**src/rtl/mesh_term_rx.sv**
```systemverilog
// Terminal receiver: drains a mesh router output port, keeps packets addressed to this node or broadcast.
// Latency: pop one cycle after pndng is seen; rx_valid one cycle after pop; at most 1 packet per 3 cycles.
// Backpressure: a full local FIFO holds off popping; pndng may stay high indefinitely. Optional RX_STATS_EN adds counters.

module mesh_term_rx_fifo #(
  parameter int W     = 16,
  parameter int DEPTH = 4
) (
  input  logic         clk,
  input  logic         reset,
  input  logic         wr_vld,
  input  logic [W-1:0] wr_dat,
  output logic         rd_vld,
  input  logic         rd_rdy,
  output logic [W-1:0] rd_dat,
  output logic         full
);
  localparam int AW = (DEPTH > 1) ? $clog2(DEPTH) : 1;
  localparam logic [AW:0] full_cnt = DEPTH[AW:0];

  logic [W-1:0]  mem [DEPTH];
  logic [AW-1:0] wr_ptr;
  logic [AW-1:0] rd_ptr;
  logic [AW:0]   cnt;
  logic [AW:0]   cnt_nxt;
  logic          rd_en;

  assign rd_en = rd_vld && rd_rdy;

  always_comb begin
    cnt_nxt = cnt;
    if (wr_vld && !rd_en)
      cnt_nxt = cnt + 1'b1;
    else if (!wr_vld && rd_en)
      cnt_nxt = cnt - 1'b1;
  end

  // When full, a concurrent write lands on the slot being read out, which is safe.
  always_ff @(posedge clk or posedge reset) begin
    if (reset) begin
      wr_ptr <= '0;
      rd_ptr <= '0;
      cnt    <= '0;
      rd_vld <= 1'b0;
      for (int i = 0; i < DEPTH; i++)
        mem[i] <= '0;
    end else begin
      if (wr_vld) begin
        mem[wr_ptr] <= wr_dat;
        wr_ptr      <= wr_ptr + 1'b1;
      end
      if (rd_en)
        rd_ptr <= rd_ptr + 1'b1;
      cnt    <= cnt_nxt;
      rd_vld <= (cnt_nxt != '0);
    end
  end

  assign rd_dat = mem[rd_ptr];
  assign full   = (cnt == full_cnt);
endmodule

module mesh_term_rx #(
  parameter int         pckg_sz    = 32,
  parameter int         fifo_depth = 4,
  parameter logic [7:0] bdcst      = 8'hFF,
  parameter logic [3:0] id_row     = 4'd0,
  parameter logic [3:0] id_column  = 4'd0
) (
  input  logic               clk,
  input  logic               reset,
  input  logic               pndng,
  input  logic [pckg_sz-1:0] data_out,
  output logic               pop,
  output logic               rx_valid,
  input  logic               rx_ready,
  output logic [pckg_sz-18:0] rx_data,
  output logic               rx_mode,
  output logic               rx_bcst,
  output logic               err_misroute,
  output logic [15:0]        rx_pkt_cnt,
  output logic [15:0]        drop_cnt
);
  typedef enum logic [1:0] {IDLE, POP, SETTLE} state_t;

  state_t              state;
  state_t              state_nxt;
  logic                cap_en;
  logic [pckg_sz-9:0]  cap;
  logic [7:0]          dest;
  logic                is_bcst;
  logic                is_local;
  logic                fifo_wr;
  logic                drop;
  logic                fifo_full;
  logic [pckg_sz-16:0] wr_entry;
  logic [pckg_sz-16:0] head;
  logic                unused_nxt_jump;

  // Next-jump byte is routing state for the router only.
  assign unused_nxt_jump = ^data_out[pckg_sz-1:pckg_sz-8];

  always_ff @(posedge clk or posedge reset) begin
    if (reset)
      state <= IDLE;
    else
      state <= state_nxt;
  end

  always_comb begin
    state_nxt = state;
    pop       = 1'b0;
    cap_en    = 1'b0;
    case (state)
      IDLE: begin
        if (pndng && !fifo_full) begin
          cap_en    = 1'b1;
          state_nxt = POP;
        end
      end
      POP: begin
        pop       = 1'b1;
        state_nxt = SETTLE;
      end
      SETTLE:  state_nxt = IDLE;
      default: state_nxt = IDLE;
    endcase
  end

  always_ff @(posedge clk or posedge reset) begin
    if (reset)
      cap <= '0;
    else if (cap_en)
      cap <= data_out[pckg_sz-9:0];
  end

  assign dest     = cap[pckg_sz-9:pckg_sz-16];
  assign is_bcst  = (dest == bdcst);
  assign is_local = (dest == {id_row, id_column});
  assign fifo_wr  = pop && (is_bcst || is_local);
  assign drop     = pop && !(is_bcst || is_local);
  assign wr_entry = {is_bcst, cap[pckg_sz-17:0]};

  mesh_term_rx_fifo #(
    .W     (pckg_sz - 15),
    .DEPTH (fifo_depth)
  ) u_fifo (
    .clk    (clk),
    .reset  (reset),
    .wr_vld (fifo_wr),
    .wr_dat (wr_entry),
    .rd_vld (rx_valid),
    .rd_rdy (rx_ready),
    .rd_dat (head),
    .full   (fifo_full)
  );

  assign {rx_bcst, rx_mode, rx_data} = head;

  always_ff @(posedge clk or posedge reset) begin
    if (reset)
      err_misroute <= 1'b0;
    else if (drop)
      err_misroute <= 1'b1;
  end

`ifdef RX_STATS_EN
  always_ff @(posedge clk or posedge reset) begin
    if (reset) begin
      rx_pkt_cnt <= '0;
      drop_cnt   <= '0;
    end else begin
      if (fifo_wr && rx_pkt_cnt != 16'hFFFF)
        rx_pkt_cnt <= rx_pkt_cnt + 16'd1;
      if (drop && drop_cnt != 16'hFFFF)
        drop_cnt <= drop_cnt + 16'd1;
    end
  end
`else
  assign rx_pkt_cnt = '0;
  assign drop_cnt   = '0;
`endif
endmodule

```
**config.mk**
```make
export PLATFORM = sky130hd
export DESIGN_NAME = mesh_term_rx
export DESIGN_NICKNAME = d
export VERILOG_FILES = /design/src/rtl/mesh_term_rx.sv
export SDC_FILE = /design/constraint.sdc
export NUM_CORES = 1
export LEC_CHECK = 0
export ABC_AREA = 1
export CORE_MARGIN = 10
export CORE_UTILIZATION = 50
export CTS_BUF_LIST = sky130_fd_sc_hd__clkbuf_16
export CTS_CLUSTER_SIZE = 12
export DETAILED_ROUTE_END_ITERATION = 10
export PLACE_DENSITY = 0.76
export SYNTH_ARGS = -nofsm -noshare
export SYNTH_HDL_FRONTEND = slang
export SYNTH_SLANG_ARGS = --single-unit
```
**constraint.sdc**
```tcl
create_clock -name clk -period 4.2 [get_ports clk]
set_input_delay 0.84 -clock clk [delete_from_list [all_inputs] [get_ports clk]]
set_output_delay 0.84 -clock clk [all_outputs]
set_load 0.1 [all_outputs]
```
**Yosys cells after proc, flatten, opt, wreduce, memory -nomap -nowiden**

Index checks and enable logic that the tools add are counted.

- Equal/unequal tests: 4
- Add/sub/neg operators: 4
- Order comparisons: 3
- Reduce and logical (&&, ||, !) cells: 15
- Muxes and demuxes: 13
- Bitwise gates (word level): 2

Operator list:

| cell | count |
|---|---|
| 68-bit bitwise mux | 1 |
| 17-bit 2-to-1 mux | 3 |
| 17-bit binary-select mux with 2-bit select | 1 |
| 17-bit demux with 2-bit select | 1 |
| 8-bit equality test (second input constant) | 1 |
| 8-bit logical NOT | 1 |
| 1-bit logical AND | 7 |
| 3-bit >= comparator (second input constant) | 2 |
| 3-bit 2-to-1 mux | 2 |
| 2-bit inverter with 3-bit output | 2 |
| 2-bit by 1-bit adder with 2-bit output (second input constant) | 2 |
| 1-bit logical NOT | 4 |
| 2-bit one-hot mux with 2 select lines | 1 |
| 3-bit by 1-bit adder with 3-bit output (second input constant) | 1 |
| 3-bit equality test (second input constant) | 1 |
| 3-bit by 1-bit less-than comparator with 1-bit output (second input constant) | 1 |
| 1-bit 2-to-1 mux | 3 |
| 3-bit nonzero test | 1 |
| 3-bit by 1-bit subtractor with 3-bit output (second input constant) | 1 |
| 2-bit by 1-bit equality test with 1-bit output (second input constant) | 1 |
| 2-bit logical NOT | 1 |
| 2-bit 2-to-1 mux | 1 |
| 2-bit != test (second input constant) | 1 |
| 1-bit logical OR | 1 |

- Bits in registers: 103
- Input bits: 36
- Output and inout bits: 52

**Depth between registers and ports, before layout**

Gate-level depths: netlist of the first run.

- Depth in word-level cells: 8
- Depth in mapped cells: 11
- Gate-level depth less buffers: 11

**Cells and area by module**

A second synthesis of the first run with hierarchy kept.

- Cell total of the unflattened synthesis: 554
- Area total of the unflattened synthesis: 4830.9 sq um

By module, submodules not included:

| module | area an instance (sq um) | times used | cells each |
|---|---|---|---|
| mesh_term_rx_fifo | 3427.0 | 1 | 390 |
| mesh_term_rx | 1403.8 | 1 | 164 |

**Worst setup path before layout of the first run**

Ideal clock, no wire load.

- Path kind: flip-flop to output port
- Start: register u_fifo.rd_ptr[0]
- End: output port rx_data[13]
- Data arrival time: 2.499 ns
- Data required time: 3.360 ns
- Buffers on the path: 2
- Cell stages (with the launch flop): 6
- Path slack: 0.861 ns
- Path through: dfrtp_1 clkbuf_1 inv_1 clkbuf_1 o21ai_0 o22ai_1

- Cells in the longest elaborated chain, start to end: 4

RTL lines:

| what | line | RTL |
|---|---|---|
| start: declaration | 23 | `logic [AW-1:0] rd_ptr;` |
| start signal: assignment | 53 | `rd_ptr <= rd_ptr + 1'b1;` |
| 2-bit inverter with 3-bit output (implied by the code) | 59 | `assign rd_dat = mem[rd_ptr];` |
| 17-bit binary-select mux with 2-bit select | 59 |  |
| 17-bit 2-to-1 mux (implied by the code) (2 in a row) | 59 |  |
| end: declaration | 77 | `output logic [pckg_sz-18:0] rx_data,` |

Every way passes these cells. The select of a mux whose other input is x is not followed.

**Worst setup path in the final report of the first run**

- Start: register u_fifo.rd_ptr[1]
- End: output port rx_data[8]

Same word-level chain as after synthesis.

==> summary.txt, run 1 <==
GLOBAL ROUTE
---------------------------------------------------------------------------------
Grt total ovfl .....................................................            0
GRT Resource Usage Total ...........................................        16.4%
Largest net degree at the start of global routing ..................           74
Antenna violations before repair ...................................            0
Via count of the first global-routing pass .........................         3907
Wire length of the first global-routing pass .......................     19500 µm

TIMING
---------------------------------------------------------------------------------
Period Utilization, post-route .....................................        74.9%
Setup skew after layout ............................................   0.00726 ns
Number of endpoints with negative hold slack in the final report ...            0
Sum of negative setup slack ........................................         0 ns
Highest clock frequency the design can meet ........................      318 MHz
Measured slew at the worst slew-check pin ..........................      1.09 ns
Unrepaired setup endpoints after global routing ....................        false
Worst max-slew margin expressed relative to the limit ..............        27.5%
Count of endpoints failing setup in the final report ...............            0
Final max-slew violation count .....................................            0
Final critical path time including I/O delays and setup ............      3.15 ns
Slack of the critical path .........................................      1.05 ns

CLOCK NETWORK
---------------------------------------------------------------------------------
Number of buffers added by the clock tree synthesis step ...........            9
H-tree levels ......................................................            3
Clock root buffer .................................................. sky130_fd_sc_hd__clkbuf_16
Maximum clock insertion buffer count ...............................            2
Cts repair resizes .................................................            0
Number of hold buffers added after CTS .............................            0
Number of buffers added for setup after CTS ........................            0
Clock transition at the registers of the reported paths ............      0.06 ns
Clock net sink count ...............................................          103
Clock tree from TritonCTS ..........................................          yes
Source-to-sink clock delay at the later pin of the worst-skew pair .      0.34 ns

DIE
---------------------------------------------------------------------------------
Height of the die ..................................................       120 µm
Total number of placement rows .....................................           36
Initial Util .......................................................        51.0%
Io pins ............................................................           88
Total Die Area .....................................................   0.0143 mm²
Die Span X .........................................................       120 µm
Area inside the core boundary ......................................  0.00973 mm²

SYNTH
---------------------------------------------------------------------------------
Cells after synthesis ..............................................          601
Mean instance size in the synthesized netlist ......................     8.26 µm²
Distinct cell type count of the synthesized netlist ................           25
Cell taking the most area after synthesis .......................... sky130_fd_sc_hd__dfrtp_1
Warnings from Yosys ................................................            0
Number of flip-flops and latches in the synthesized netlist ........          103
Yosys top cell area share ..........................................        51.9%
Most area-consuming cells after synthesis .......................... sky130_fd_sc_hd__dfrtp_1, sky130_fd_sc_hd__nand2_1, sky130_fd_sc_hd__o21ai_0
Post-synth design cell area ........................................  0.00496 mm²
Proportion of synthesized chip area in sequential cells ............        51.9%

LAYOUT
---------------------------------------------------------------------------------
FF+latch area ......................................................  0.00258 mm²
Inserted Diodes ....................................................            0
Number of standard cells in the final layout excluding fillers .....          771
Area growth from synthesis to layout ...............................        12.6%
Layout filler cell count ...........................................          888
Share of cells above drive strength 1 ..............................        7.21%
Number of nets in the finished design ..............................          676
Area of all placed cells without fillers ...........................  0.00559 mm²
Area of the multi-input gates ......................................  0.00202 mm²

DRT
---------------------------------------------------------------------------------
DRC violations left ................................................            0
Per-cell via count in the routed design ............................         5.19
Via count ..........................................................         4005
Wirelength per Cell ................................................      15.3 µm
ANT nets after route ...............................................            0
Drt total wl .......................................................     11800 µm
Initial detailed-routing violation count ...........................          316
First-pass iteration count of the detailed router ..................            5

HOLD PATH
---------------------------------------------------------------------------------
Tightest Hold Check Type ...........................................   reg -> reg

SETUP PATH
---------------------------------------------------------------------------------
Setup CP Type ......................................................   reg -> out
Category of the worst setup path launch point ......................         flop
Crit end category ..................................................   output pin
Top fanout value on the critical path ..............................           19
Endpoint arrival time on the critical path .........................      2.31 ns
WP data required ...................................................      3.36 ns

POWER
---------------------------------------------------------------------------------
Net switching power figure .........................................      2.35 mW
Relative contribution of combinational cells to total power ........        49.2%
Design internal power ..............................................      2.17 mW
Leak pwr ...........................................................      2.97 nW
Part of the power in registers .....................................        32.8%
Share of total power consumed by net switching .....................        52.0%
Clock network fraction of total power ..............................        18.0%
IR Drop Worst-Case VDD .............................................       470 µV
Total power density per cell area ..................................   808 mW/mm²

PLACEMENT
---------------------------------------------------------------------------------
IO Port Bufs .......................................................           47
HPWL after detailed placement ......................................      7520 µm
Placement Setup Slack ..............................................      1.42 ns
Placed cells .......................................................          755
Area of placed instances ...........................................  0.00530 mm²
Final weighted congestion in routability-driven placement ..........        0.781

STATUS
---------------------------------------------------------------------------------
Result of the run .................................................. finished clean

JOB
---------------------------------------------------------------------------------
Number of max-capacitance violations reported ......................            0

## worst max-delay path, stage by stage (launching register included)
cell and delay (ns):
sky130_fd_sc_hd__dfrtp_1 0.65, sky130_fd_sc_hd__inv_1 0.56, sky130_fd_sc_hd__o21ai_0 0.21, sky130_fd_sc_hd__o22ai_1 0.21
sky130_fd_sc_hd__buf_4 0.33
## metrics by stage
| step | util (%) | power [mW] | hold WS (ns) |
|---|---|---|---|
| final | 57.4 | 4.51 | 0.481 |
| after global routing | 57.4 | 4.77 | 0.508 |
| after CTS | 57.4 | 4.53 | 0.485 |
| after detailed placement | 54.4 | 3.71 | 0.465 |
| after global placement | 54.4 | 3.67 | 0.454 |
| after floorplan | - | 3.22 | 0.441 |
## per-layer routing
| layer | up-vias | global-route usage (%) | part of all wire, % |
|---|---|---|---|
| li1 | 1930 | - | - |
| met4 | 0 | 5.96 | 1.7 |
| met2 | 146 | 25.9 | 46 |
| met1 | 1915 | 21.6 | 45 |
| met5 | - | 0 | 0 |
| met3 | 14 | 3.84 | 7.5 |
## cell usage after synthesis, drive strengths merged
cell and n:
ha 7, o21bai 1, o21ai 99, conb 1, nand3 5, nand4 3, buf 41, nor2 51
dfrtp 103, xor2 2, nand2 228, o21a 4, o22ai 17, inv 18, a21oi 1, clkbuf 20
## cell type report
cell class	instances	share of cell area, %
clock inverters	7	1.16
repair buffers	51	8.20
well taps	133	2.98
inverters	18	1.25
clock buffers	9	4.03
flip-flops and latches	103	46.1
multi-input cells	450	36.2
## power groups by stage
stage	Clock, mW	Sequential, mW	Combinational (mW)
floorplan	0	1.42	1.80
detailed placement	0	1.49	2.22
finish	0.813	1.48	2.22
CTS	0.825	1.48	2.23
global route	0.875	1.52	2.38
global placement	0	1.48	2.19
## flip-flops by register name, indices dropped and copies added, names as in the netlist
name	count
u_fifo.mem	68
cap	24
u_fifo.cnt	3
state	2
u_fifo.rd_ptr	2
u_fifo.wr_ptr	2
err_misroute	1
u_fifo.rd_vld	1
## cells by family after synthesis
family	share of synthesized area (%)
and+or+nand+nor	23.0
AOI/OAI and AO/OA	13.2
DFF	51.9
buffers and inverters	9.63
adders and majority gates	1.76
xor gates and xnor gates	0.353
other	0.0756
## cells in the final DEF, fill, tap and decap left out, drive strengths merged
master and instances:
buf 21, nand2 228, nand3 5, conb 32, ha 7, clkbuf 9, dfrtp 103, o22ai 17
xor2 2, o21bai 1, nor2 51, o21a 4, clkdlybuf4s50 30, nand4 3, clkinv 4, inv 19
a21oi 1, clkinvlp 1, o21ai 99, bufinv 1
## final timing paths
kind	start	end	slack [ns]	depth (start not counted)
min in group asynchronous	reset	u_fifo.mem[34]	0.98	2
max in group asynchronous	reset	u_fifo.mem[28]	2.38	3
worst max register to register	cap[20]	u_fifo.mem[67]	2.09	7
worst min-delay path	state[1]	state[1]	0.48	1
worst min register to register	state[1]	state[1]	0.48	1
worst max-delay path	u_fifo.rd_ptr[1]	rx_data[8]	1.05	4
Note: power is estimated with default switching activity, not from simulation.
==> inputs of run 2 (changes only) <==
Clock period 4.2 ns to 2.9 ns, I/O delays scaled along.
==> summary.txt, run 2 (same netlist as run 1, synthesis figures left out) <==
STATUS
---------------------------------------------------------------------------------
Result of the run .................................................. finished clean

TIMING
---------------------------------------------------------------------------------
Final critical path time including I/O delays and setup ............      2.51 ns
Number of endpoints with negative hold slack in the final report ...            0   unchanged
WHS ................................................................     0.481 ns   +0.000452 ns
Highest clock frequency the design can meet ........................      398 MHz
Measured slew at the worst slew-check pin ..........................     0.679 ns   -0.407 ns
Unrepaired setup endpoints after global routing ....................        false
Sum of negative setup slack ........................................         0 ns   unchanged
Final max-slew violation count .....................................            0   unchanged
Setup skew after layout ............................................   0.00749 ns   +0.000230 ns
Period Utilization, post-route .....................................        86.6%
Worst max-slew margin expressed relative to the limit ..............        54.7%   +27 points
Count of endpoints failing setup in the final report ...............            0   unchanged

DRT
---------------------------------------------------------------------------------
ANT nets after route ...............................................            0   unchanged
Via count ..........................................................         4076   +1.8%
First-pass iteration count of the detailed router ..................            4   -1
Drt total wl .......................................................     12000 µm   +2.4%
Initial detailed-routing violation count ...........................          261   -17%
Wirelength per Cell ................................................      15.6 µm   +2.1%
DRC violations left ................................................            0   unchanged
Per-cell via count in the routed design ............................         5.27   +1.5%

PLACEMENT
---------------------------------------------------------------------------------
HPWL after detailed placement ......................................      7730 µm   +2.8%
Final weighted congestion in routability-driven placement ..........        0.818   +4.8%
IO Port Bufs .......................................................           47   unchanged
Area of placed instances ...........................................  0.00564 mm²   +6.4%

POWER
---------------------------------------------------------------------------------
Relative contribution of combinational cells to total power ........        52.8%   +3.6 points
Part of the power in registers .....................................        28.6%   -4.2 points
Share of total power consumed by net switching .....................        48.7%   -3.4 points
Design internal power ..............................................      3.81 mW   +76%
Net switching power figure .........................................      3.61 mW   +54%
Total power density per cell area ..................................  1240 mW/mm²   +54%
IR Drop Worst-Case VDD .............................................       633 µV   +35%
Clock network fraction of total power ..............................        18.6%   +0.6 points
Leak pwr ...........................................................      3.09 nW   +4.3%

DIE
---------------------------------------------------------------------------------
Total number of placement rows .....................................           36   unchanged
Io pins ............................................................           88   unchanged
Area inside the core boundary ......................................  0.00973 mm²   unchanged
Die Span X .........................................................       120 µm   unchanged
Total Die Area .....................................................   0.0143 mm²   unchanged
Initial Util .......................................................        51.0%   unchanged
Height of the die ..................................................       120 µm   unchanged

CLOCK NETWORK
---------------------------------------------------------------------------------
Maximum clock insertion buffer count ...............................            2   unchanged
Clock net sink count ...............................................          103   unchanged
Source-to-sink clock delay at the later pin of the worst-skew pair .      0.35 ns   about the same
Cts repair resizes .................................................            0   unchanged
Clock transition at the registers of the reported paths ............      0.07 ns   about the same
Number of buffers added by the clock tree synthesis step ...........            9   unchanged
Clock root buffer .................................................. sky130_fd_sc_hd__clkbuf_16
H-tree levels ......................................................            3   unchanged
Number of hold buffers added after CTS .............................            0   unchanged
Clock tree from TritonCTS ..........................................          yes
Number of buffers added for setup after CTS ........................            0   unchanged

LAYOUT
---------------------------------------------------------------------------------
Biggest registers after layout ..................................... u_fifo.mem x68, cap x24, u_fifo.cnt x3
Share of cells above drive strength 1 ..............................        10.8%   +3.6 points
Flip-flop count of the largest register after layout ...............           68   unchanged
Most common library cell in the layout ignoring fill and taps ...... sky130_fd_sc_hd__nand2_1
Commonest cells after routing, fill and taps aside ................. sky130_fd_sc_hd__nand2_1, sky130_fd_sc_hd__dfrtp_1, sky130_fd_sc_hd__o21ai_0, sky130_fd_sc_hd__nor2_1, sky130_fd_sc_hd__conb_1
Inserted Diodes ....................................................            0   unchanged
Layout filler cell count ...........................................          835   -6.0%
Area of all placed cells without fillers ...........................  0.00598 mm²   +7.1%
Top register by number of flip-flops ...............................   u_fifo.mem
Area growth from synthesis to layout ...............................        20.5%
Number of nets in the finished design ..............................          678   +0.30%

SETUP PATH
---------------------------------------------------------------------------------
Top fanout value on the critical path ..............................           16   -3
Setup CP Type ......................................................   reg -> out
Endpoint arrival time on the critical path .........................      1.93 ns   -0.38 ns
Number of cells on the worst reg-to-reg path .......................            8   +1
Crit end category ..................................................   output pin
Category of the worst setup path launch point ......................         flop
WP data required ...................................................      2.32 ns   -1.04 ns

HOLD PATH
---------------------------------------------------------------------------------
Tightest Hold Check Type ...........................................   reg -> reg
Worst hold path depth ..............................................            2   +1

GLOBAL ROUTE
---------------------------------------------------------------------------------
Via count of the first global-routing pass .........................         4150   +6.2%
Antenna violations before repair ...................................            0   unchanged
Wire length of the first global-routing pass .......................     20200 µm   +3.7%
Met2 Use GR ........................................................        26.9%   +1.1 points
Global-route met3 utilization ......................................        5.11%   +1.3 points
Met1 global-route usage ............................................        20.9%   -0.77 points
Largest net degree at the start of global routing ..................          104   +41%
Grt total ovfl .....................................................            0   unchanged
GRT busiest layer ..................................................         met2
GRT Resource Usage Total ...........................................        17.0%   +0.58 points

JOB
---------------------------------------------------------------------------------
Number of max-capacitance violations reported ......................            0   unchanged

run 2: changes by cell type in the layout (fill, tap and decap cells not counted), sizes merged:
cell and delta:
clkinvlp +2, clkinv -3, buf +5, bufinv +2, clkdlybuf4s50 -3, inv -1
run 2: power groups by stage:
stage / logic, mW / registers (mW) / clock network [mW]
floorplan: 2.77 / 2.06 / 0
global placement: 3.87 / 2.11 / 0
detailed placement: 3.94 / 2.13 / 0
CTS: 3.95 / 2.11 / 1.40
global route: 4.16 / 2.17 / 1.46
finish: 3.92 / 2.12 / 1.38
run 2: area by class of cell:
type,count,area [µm²],share of cell area [%]
flip-flops and latches,103,2580,43.1
multi-input cells,450,2130,35.6
repair buffers,53,691,11.6
clock buffers,9,225,3.77
well taps,133,166,2.78
clock inverters,7,119,1.99
inverters,18,71.3,1.19
run 2: routing by layer:
metal,vias to the layer above,wire [µm]
met5,-,0
met4,0,272
met3,23,920
met2,160,5750
met1,1958,5100
li1,1935,-
run 2: worst max-delay path, cell delays in order, from the launching register on:
cell and delay, ns:
sky130_fd_sc_hd__dfrtp_1 0.38, sky130_fd_sc_hd__inv_1 0.39, sky130_fd_sc_hd__buf_4 0.28, sky130_fd_sc_hd__nor2_1 0.06, sky130_fd_sc_hd__o22ai_2 0.26, sky130_fd_sc_hd__buf_12 0.21
run 2: final timing paths:
| path | slack [ns] | from | to |
|---|---|---|---|
| worst max-delay path | 0.39 | u_fifo.rd_ptr[0] | rx_data[5] |
| worst min-delay path | 0.48 | u_fifo.mem[66] | u_fifo.mem[66] |
| worst max register to register | 0.79 | cap[17] | u_fifo.mem[67] |
| worst min register to register | 0.48 | u_fifo.mem[66] | u_fifo.mem[66] |
| max in group asynchronous | 1.75 | reset | u_fifo.mem[25] |
| min in group asynchronous | 0.74 | reset | cap[17] |
run 2: through the flow:
| step | instances | total power, mW | util (%) | setup slack, ns |
|---|---|---|---|---|
| 5_1_grt | 773 | 7.80 | 61.5 | 0.292 |
| 3_5_place_dp | 757 | 6.07 | 57.9 | 0.765 |
| 6_report | 773 | 7.42 | 61.5 | 0.388 |
| 3_3_place_gp | 757 | 5.98 | 57.9 | 0.783 |
| 4_1_cts | 773 | 7.46 | 61.5 | 0.399 |
| 2_1_floorplan | 632 | 4.83 | - | 0.445 |
